**src/rtl/tlul_reg_responder.sv**
```systemverilog
// tlul_reg_responder
//   Bridges a TileLink-UL device port onto a simple single-strobe register
//   interface. One transaction is in flight at a time: a request is checked
//   when it is accepted. A legal request becomes a one-cycle register access,
//   and the responder then waits for completion or timeout. An illegal request
//   is answered straight away with an error response.
//
// Ports
//   clk_i, rst_ni            clock (rising edge), synchronous active-low reset
//   a_valid_i .. a_data_i    TL-UL A channel (request), a_ready_o accept
//   d_valid_o .. d_error_o   TL-UL D channel (response), d_ready_i accept
//   req_o, we_o, addr_o,     register access strobe and its qualifiers,
//   wdata_o, be_o            driven only during the access cycle
//   rvalid_i, rdata_i, err_i register completion, read data and error
module tlul_reg_responder #(
   parameter int TL_AW         = 32,
   parameter int TL_DW         = 32,
   parameter int TL_AIW        = 8,
   parameter int TL_DIW        = 1,
   parameter int TL_DBW        = 4,
   parameter int TL_SZW        = 2,
   parameter int TimeoutCycles = 255
) (
   input  logic              clk_i,
   input  logic              rst_ni,
   input  logic              a_valid_i,
   output logic              a_ready_o,
   input  logic [2:0]        a_opcode_i,
   input  logic [2:0]        a_param_i,
   input  logic [TL_SZW-1:0] a_size_i,
   input  logic [TL_AIW-1:0] a_source_i,
   input  logic [TL_AW-1:0]  a_address_i,
   input  logic [TL_DBW-1:0] a_mask_i,
   input  logic [TL_DW-1:0]  a_data_i,
   output logic              d_valid_o,
   input  logic              d_ready_i,
   output logic [2:0]        d_opcode_o,
   output logic [2:0]        d_param_o,
   output logic [TL_SZW-1:0] d_size_o,
   output logic [TL_AIW-1:0] d_source_o,
   output logic [TL_DIW-1:0] d_sink_o,
   output logic [TL_DW-1:0]  d_data_o,
   output logic              d_error_o,
   output logic              req_o,
   output logic              we_o,
   output logic [TL_AW-1:0]  addr_o,
   output logic [TL_DW-1:0]  wdata_o,
   output logic [TL_DBW-1:0] be_o,
   input  logic              rvalid_i,
   input  logic [TL_DW-1:0]  rdata_i,
   input  logic              err_i
);

   typedef enum logic [1:0] {IDLE, ACCESS, WAIT, RESP} stateT;

   stateT             state;
   stateT             nextState;

   logic              aHandshake;
   logic              reqErr;
   logic              opcodeOk;
   logic              isPutIn;
   logic              sizeAlignOk;
   logic [TL_DBW-1:0] coveredMask;

   logic [2:0]        capOpcode;
   logic [TL_SZW-1:0] capSize;
   logic [TL_AIW-1:0] capSource;
   logic [TL_AW-1:0]  capAddr;
   logic [TL_DBW-1:0] capMask;
   logic [TL_DW-1:0]  capData;
   logic              capIsGet;

   logic              respError;
   logic [TL_DW-1:0]  respData;
   logic [7:0]        waitCount;
   logic              expired;

   logic              unusedParam;

   assign unusedParam = ^a_param_i;

   // The A channel is open only in IDLE, and never while reset is held. The
   // handshake term is built from the state directly so that it does not feed
   // back through a_ready_o.
   assign a_ready_o  = (state == IDLE) && rst_ni;
   assign aHandshake = a_valid_i && (state == IDLE) && rst_ni;

   assign capIsGet = (capOpcode == 3'd4);
   assign expired  = (waitCount == 8'(TimeoutCycles - 1));

   assign d_param_o = 3'd0;
   assign d_sink_o  = '0;

   // Legality check of the incoming request, evaluated in the accept cycle.
   // Sizes above a word fall into the default branch and are rejected through
   // sizeAlignOk. coveredMask is the set of byte lanes that a naturally aligned
   // access of a_size_i touches. A PutFullData must use exactly that set.
   always_comb begin
      opcodeOk    = (a_opcode_i == 3'd0) || (a_opcode_i == 3'd1) || (a_opcode_i == 3'd4);
      isPutIn     = (a_opcode_i == 3'd0) || (a_opcode_i == 3'd1);
      sizeAlignOk = 1'b0;
      coveredMask = '0;
      case (a_size_i)
         TL_SZW'(0): begin
            sizeAlignOk = 1'b1;
            coveredMask = TL_DBW'(1) << a_address_i[1:0];
         end
         TL_SZW'(1): begin
            sizeAlignOk = ~a_address_i[0];
            coveredMask = TL_DBW'(3) << {a_address_i[1], 1'b0};
         end
         TL_SZW'(2): begin
            sizeAlignOk = (a_address_i[1:0] == 2'b00);
            coveredMask = '1;
         end
         default: begin
            sizeAlignOk = 1'b0;
         end
      endcase
      reqErr = !opcodeOk || !sizeAlignOk
               || ((a_opcode_i == 3'd0) && (a_mask_i != coveredMask))
               || (isPutIn && (a_mask_i == '0));
   end

   // State register. Reset returns to IDLE and drops any transaction in flight.
   always_ff @(posedge clk_i) begin
      if (!rst_ni) begin
         state <= IDLE;
      end else begin
         state <= nextState;
      end
   end

   // Request capture, WAIT cycle counter and response payload.
   // The payload is decided at one of two points. For a rejected request it is
   // set in the accept cycle. Otherwise it is set when WAIT ends, either on
   // completion or on timeout. A completion in the expiry cycle is treated as a
   // normal completion. A Get that ends with any error returns all ones.
   always_ff @(posedge clk_i) begin
      if (!rst_ni) begin
         capOpcode <= '0;
         capSize   <= '0;
         capSource <= '0;
         capAddr   <= '0;
         capMask   <= '0;
         capData   <= '0;
         respError <= 1'b0;
         respData  <= '0;
         waitCount <= '0;
      end else begin
         if (aHandshake) begin
            capOpcode <= a_opcode_i;
            capSize   <= a_size_i;
            capSource <= a_source_i;
            capAddr   <= a_address_i;
            capMask   <= a_mask_i;
            capData   <= a_data_i;
            respError <= reqErr;
            respData  <= ((a_opcode_i == 3'd4) && reqErr) ? '1 : '0;
         end
         if (state == WAIT) begin
            waitCount <= waitCount + 8'd1;
            if (rvalid_i) begin
               respError <= err_i;
               respData  <= capIsGet ? (err_i ? '1 : rdata_i) : '0;
            end else if (expired) begin
               respError <= 1'b1;
               respData  <= capIsGet ? '1 : '0;
            end
         end else begin
            waitCount <= '0;
         end
      end
   end

   // Next-state and output decode. Every output defaults to zero. Register
   // strobes are driven only in ACCESS, and D-channel fields only in RESP.
   always_comb begin
      nextState  = state;
      req_o      = 1'b0;
      we_o       = 1'b0;
      addr_o     = '0;
      wdata_o    = '0;
      be_o       = '0;
      d_valid_o  = 1'b0;
      d_opcode_o = 3'd0;
      d_size_o   = '0;
      d_source_o = '0;
      d_data_o   = '0;
      d_error_o  = 1'b0;
      case (state)
         IDLE: begin
            if (aHandshake) begin
               nextState = reqErr ? RESP : ACCESS;
            end
         end
         ACCESS: begin
            req_o     = 1'b1;
            we_o      = !capIsGet;
            addr_o    = {capAddr[TL_AW-1:2], 2'b00};
            wdata_o   = capData;
            be_o      = capIsGet ? '1 : capMask;
            nextState = WAIT;
         end
         WAIT: begin
            if (rvalid_i || expired) begin
               nextState = RESP;
            end
         end
         RESP: begin
            d_valid_o  = 1'b1;
            d_opcode_o = capIsGet ? 3'd1 : 3'd0;
            d_size_o   = capSize;
            d_source_o = capSource;
            d_data_o   = respData;
            d_error_o  = respError;
            if (d_ready_i) begin
               nextState = IDLE;
            end
         end
         default: begin
            nextState = IDLE;
         end
      endcase
   end

endmodule

```
**config.mk**
```make
export PLATFORM = sky130hd
export DESIGN_NAME = tlul_reg_responder
export DESIGN_NICKNAME = d
export VERILOG_FILES = /design/src/rtl/tlul_reg_responder.sv
export SDC_FILE = /design/constraint.sdc
export NUM_CORES = 1
export LEC_CHECK = 0
export ABC_AREA = 1
export CORE_UTILIZATION = 44
export CTS_CLUSTER_DIAMETER = 120
export CTS_CLUSTER_SIZE = 25
export DETAILED_ROUTE_END_ITERATION = 7
export GPL_TIMING_DRIVEN = 0
export PLACE_DENSITY = 0.81
export SLEW_MARGIN = 10
export SYNTH_ARGS = -nofsm -noshare
export SYNTH_HDL_FRONTEND = slang
export SYNTH_SLANG_ARGS = --single-unit
```
**constraint.sdc**
```tcl
create_clock -name clk_i -period 1.76 [get_ports clk_i]
set_input_delay 0.352 -clock clk_i [delete_from_list [all_inputs] [get_ports clk_i]]
set_output_delay 0.352 -clock clk_i [all_outputs]
set_load 0.1 [all_outputs]
```
======== Word-level counts from Yosys, hierarchy flattened ========
Cells that the tools add are included.
operators by class
  bitwise logic cells ..................... 1
  divide/modulo/power cells ............... 0
  add/subtract/negate cells ............... 1
  equality and inequality tests ........... 13
  shifts and indexed selects .............. 2
  order comparisons ....................... 0
  multiply operators ...................... 0
  mux-type cells .......................... 32
  reductions and logical operators ........ 22
operators with widths
  kind                                                               number
  32-bit 2-to-1 mux                                                  11
  4-bit one-hot mux with 3 select lines                              1
  1-bit 2-to-1 mux                                                   10
  2-bit 2-to-1 mux                                                   5
  8-bit by 1-bit adder with 8-bit output, second input constant      1
  8-bit == test, second input constant                               1
  4-bit 2-to-1 mux                                                   2
  8-bit 2-to-1 mux                                                   1
  2-bit one-hot mux with 4 select lines                              1
  2-bit == test, second input constant                               3
  3-bit == test, second input constant                               2
  1-bit logical AND                                                  6
  2-bit zero test                                                    3
  1-bit logical OR                                                   6
  2-bit by 1-bit == test with 1-bit output, second input constant    2
  4-bit zero test                                                    1
  2-bit inequality test, second input constant                       2
  4-bit inequality test                                              1
  1-bit by 2-bit << shifter with 4-bit output, first input constant  1
  2-bit by 2-bit << shifter with 4-bit output, first input constant  1
  3-bit by 1-bit == test with 1-bit output, second input constant    1
  1-bit zero test                                                    3
  3-bit zero test                                                    1
  1-bit one-hot mux with 3 select lines                              1
  other kinds (4)                                                    4
storage, ports and cells
  logic and storage cells ................. 81
  bits in registers ....................... 124
  input bits .............................. 122
  bits in latches ......................... 0
  bits in writable memories ............... 0
  memory bits (read-only) ................. 0
  memories ................................ 0

======== Logic depth before layout (Yosys ltp) ========
  depth in word-level cells ............... 13
  gate-level depth with buffers ........... 14
  mapped depth without buffers ............ 13

======== Least setup slack after synthesis ========
No wires, ideal clock.
  path kind ............................... reg-to-output
  from .................................... register state[1]
  to ...................................... output port be_o[0]
  stages on the path, launching flop included .. 6
  path slack .............................. -1.482 ns
  data arrival time ....................... 2.890 ns
  buffers on the path ..................... 1
  cell sequence ........................... dfxtp_1 inv_1 ha_1 clkbuf_1 inv_1 nor2_1
on the way
  cells in the longest elaborated chain, start to end .. 2
RTL lines
  item                                      RTL line  source
  from (decl)                               56        stateT state;
  from (signal assigned)                    131       state <= nextState;
  2-bit by 1-bit == test with 1-bit output  192       case (state)
  4-bit 2-to-1 mux                          192
  to (decl)                                 48        output logic [TL_DBW-1:0] be_o,
Every way passes these cells.

======== Worst setup path in the final report ========
  from .................................... register state[1]
  to ...................................... output port addr_o[24]
on the way
  cells in the longest elaborated chain, start to end .. 2
RTL lines
  item                                      RTL line  source
  2-bit by 1-bit == test with 1-bit output  192
  32-bit 2-to-1 mux                         192
  to (decl)                                 46        output logic [TL_AW-1:0] addr_o,
Every way passes these cells.

==> reports/metrics.yaml <==
status:
  status: "complete, but fails checks"
  violations: "negative setup slack"
floorplan:
  pin_count: 244
  fp.dieH_um: 119
  fp.dieW_um: 119
  coreArea_sq_um: 13300
  rows: 42
  start_util_pct: 45.3
  dieArea_sq_um: 14200
clocking:
  root_buffer: "clkbuf_16"
  tritoncts: "built"
  cts_buffers: 17
  htreeDepth: 4
  clock_path_buffers: 2
  cts.sinks: 122
  cts_hold_buf: 0
  insertion_delay_ns: 0.43
  clkSlewWorstSetupHoldPaths_ns: 0.05
logic_synthesis:
  ys.flop_type: "dfxtp_1"
  syn-instance-count: 924
  syn_area_sq_um: 6030
  synth.avg_cell_area_sq_um: 6.52
  ys_types: 29
  synth_top_cell_area_share_pct: 40.5
  synth_top_cell_by_area: "dfxtp_1"
  ys_seq_area_share_pct: 40.5
  async_reset_ff_share_pct: 0
  yosys-top-cells-area: "dfxtp_1 41%, nand2_1 18%, inv_1 7.9%"
  ys_ff_latch: 122
  synth_edf_count: 0
  ys_warn_count: 0
timing:
  skew_ns: 0.0143
  fin_crit_sh_pct: 118
  fmax_mhz: 480
  hold_viol_final: 0
  rsz0062_at_grt: "yes"
  hold_ws_ns: 0.334
  tightest_slew_ns: 0.558
  setup_ws_ns: -0.324
  drv_slew: 0
  finalSetupViolCount: 143
  fin_crit_ns: 2.08
  relSlewSlack_pct: 62.8
global_route:
  overflow: 0
  antenna_found_initial: 0
  grt_pass1_vias: 6825
  grt_pass1_wl_um: 35200
  grt_max_degree: 19
  track_usage_pct: 31.8
job:
  drv_cap: 0
routing:
  wirelength_um: 25600
  wl_per_cell_um: 18.5
  viasPerCell: 5.33
  via_count: 7377
  drtIter0Drc: 654
  drt_drc_violations_left: 0
  first_pass_iters: 5
  drtAntennaViolNets: 0
worst_setup_path:
  cp-end-kind: "output pin"
  crit_slowest_cell: "dfxtp_4"
  crit_required_ns: 1.41
  crit_path_start_kind: "flop"
  cpPeakStageDelay_ns: 0.37
  cp_max_fo: 10
  crit_type: "reg -> out"
  path_cells: "inv_4, ha_4, clkbuf_16, buf_12, nand2_2, clkinvlp_4, buf_8"
  crit_arrival_ns: 1.73
power:
  power.density_nw_per_um2: 1130
  leakage_nw: 5.28
  vdd_drop_max_v: 0.000750
worst_hold_path:
  min_path_type: "in -> reg"
placement:
  portBuffers: 231
  dp.cells: 1338
  globalplace.congestion: 0.890
  dp_hpwl_um: 13500
final_layout:
  drive_gt1_share_pct: 40.5
  antenna_cells: 0
  syn_to_final_growth_pct: 95.8
  mostFrequentLayoutCells: "178 x nand2_1, 117 x dfxtp_1, 116 x clkdlybuf4s50_1, 106 x clkinvlp_4, 87 x buf_12"
  num-nets-final: 1326
  instances_no_fill: 1383
  layout_commonest_cell: "nand2_1"
  n_fill_cell: 564
[flip-flops by register name, indices dropped and copies added, names as in the netlist]
name,count
capData,32
respData,32
capAddr,30
capSource,8
waitCount,8
capMask,4
capOpcode,3
capSize,2
state,2
respError,1
[path summary, 6_finish.rpt]
| kind | start | endpoint | slack (ns) | cells past startpoint |
|---|---|---|---|---|
| min | a_size_i[1] | capSize[1] | 0.33 | 3 |
| max | state[1] | addr_o[24] | -0.32 | 7 |
| max reg2reg | state[0] | respData[30] | -0.21 | 9 |
| min reg2reg | waitCount[0] | waitCount[0] | 0.47 | 1 |
[logic make-up after synthesis]
logic type / count (synthesis) / share of synthesized area [%]
and+or+nand+nor: 473 / 32.3
DFF: 122 / 40.5
buffers and inverters: 202 / 13.7
adders and majority gates: 6 / 1.25
other: 1 / 0.0622
AOI/OAI and AO/OA: 120 / 12.1
[cells in the mapped netlist, types with 8 or more instances]
cell	count
nor2_1	86
inv_1	127
clkbuf_1	40
nand3_1	85
a21oi_2	34
dfxtp_1	122
o21ai_1	10
buf_4	8
buf_2	13
nand2_1	283
o21ai_0	34
a21oi_1	41
[critical path, delay by kind of cell, from the launching register on]
kind	cells	cell delay (ns)
and+or+nand+nor	1	0.10
buffers and inverters	5	0.66
adders and majority gates	1	0.17
DFF	1	0.37
[repair_timing]
item	4_1_cts	5_1_grt
gates resized for setup	1079	161
pin swaps	21	24
endpoints found under the setup margin	225	227
endpoints found under the hold margin	0	0
setup buffers	5	6
cloned	5	3
[final cells by class]
class / count / area (sq um) / area share [%]
Sequential cell: 122 / 2450 / 20.8
Multi-Input combinational cell: 607 / 3530 / 29.9
Tap cell: 176 / 220 / 1.87
Clock buffer: 26 / 520 / 4.41
Clock inverter: 2 / 10.0 / 0.0848
Inverter: 134 / 923 / 7.82
Buffer: 66 / 583 / 4.94
Timing Repair Buffer: 250 / 3560 / 30.2
[stage by stage]
stage	worst slack, ns	setup TNS, ns	utilization (%)	power (mW)	cell area [sq um]
detailed placement	-1.28	-131.19	69.3	8.20	9220
global route	-0.357	-40.54	88.8	13.8	11800
floorplan	-0.328	-24.95	-	7.07	6690
global placement	-1.28	-128.52	69.3	8.14	9220
finish	-0.324	-29.89	88.8	13.3	11800
CTS	-0.330	-46.93	83.6	12.4	11100
[layer usage]
layer,share of wire [%],global-route usage [%],wire (um),vias to the layer above
li1,-,-,-,3367
met1,37,36.3,9400,3462
met2,51,56.3,13000,453
met3,8.1,6.75,2080,95
met4,4.3,14.6,1110,0
met5,0,0,0,-
[where the power goes]
group | switching, mW | leakage [nW] | internal [mW]
clock network | 1.23 | 0.263 | 2.00
logic | 3.89 | 4.01 | 2.27
registers | 0.590 | 1.00 | 3.34
total | 5.71 | 5.28 | 7.60
Power figures use the tool's default switching activity.
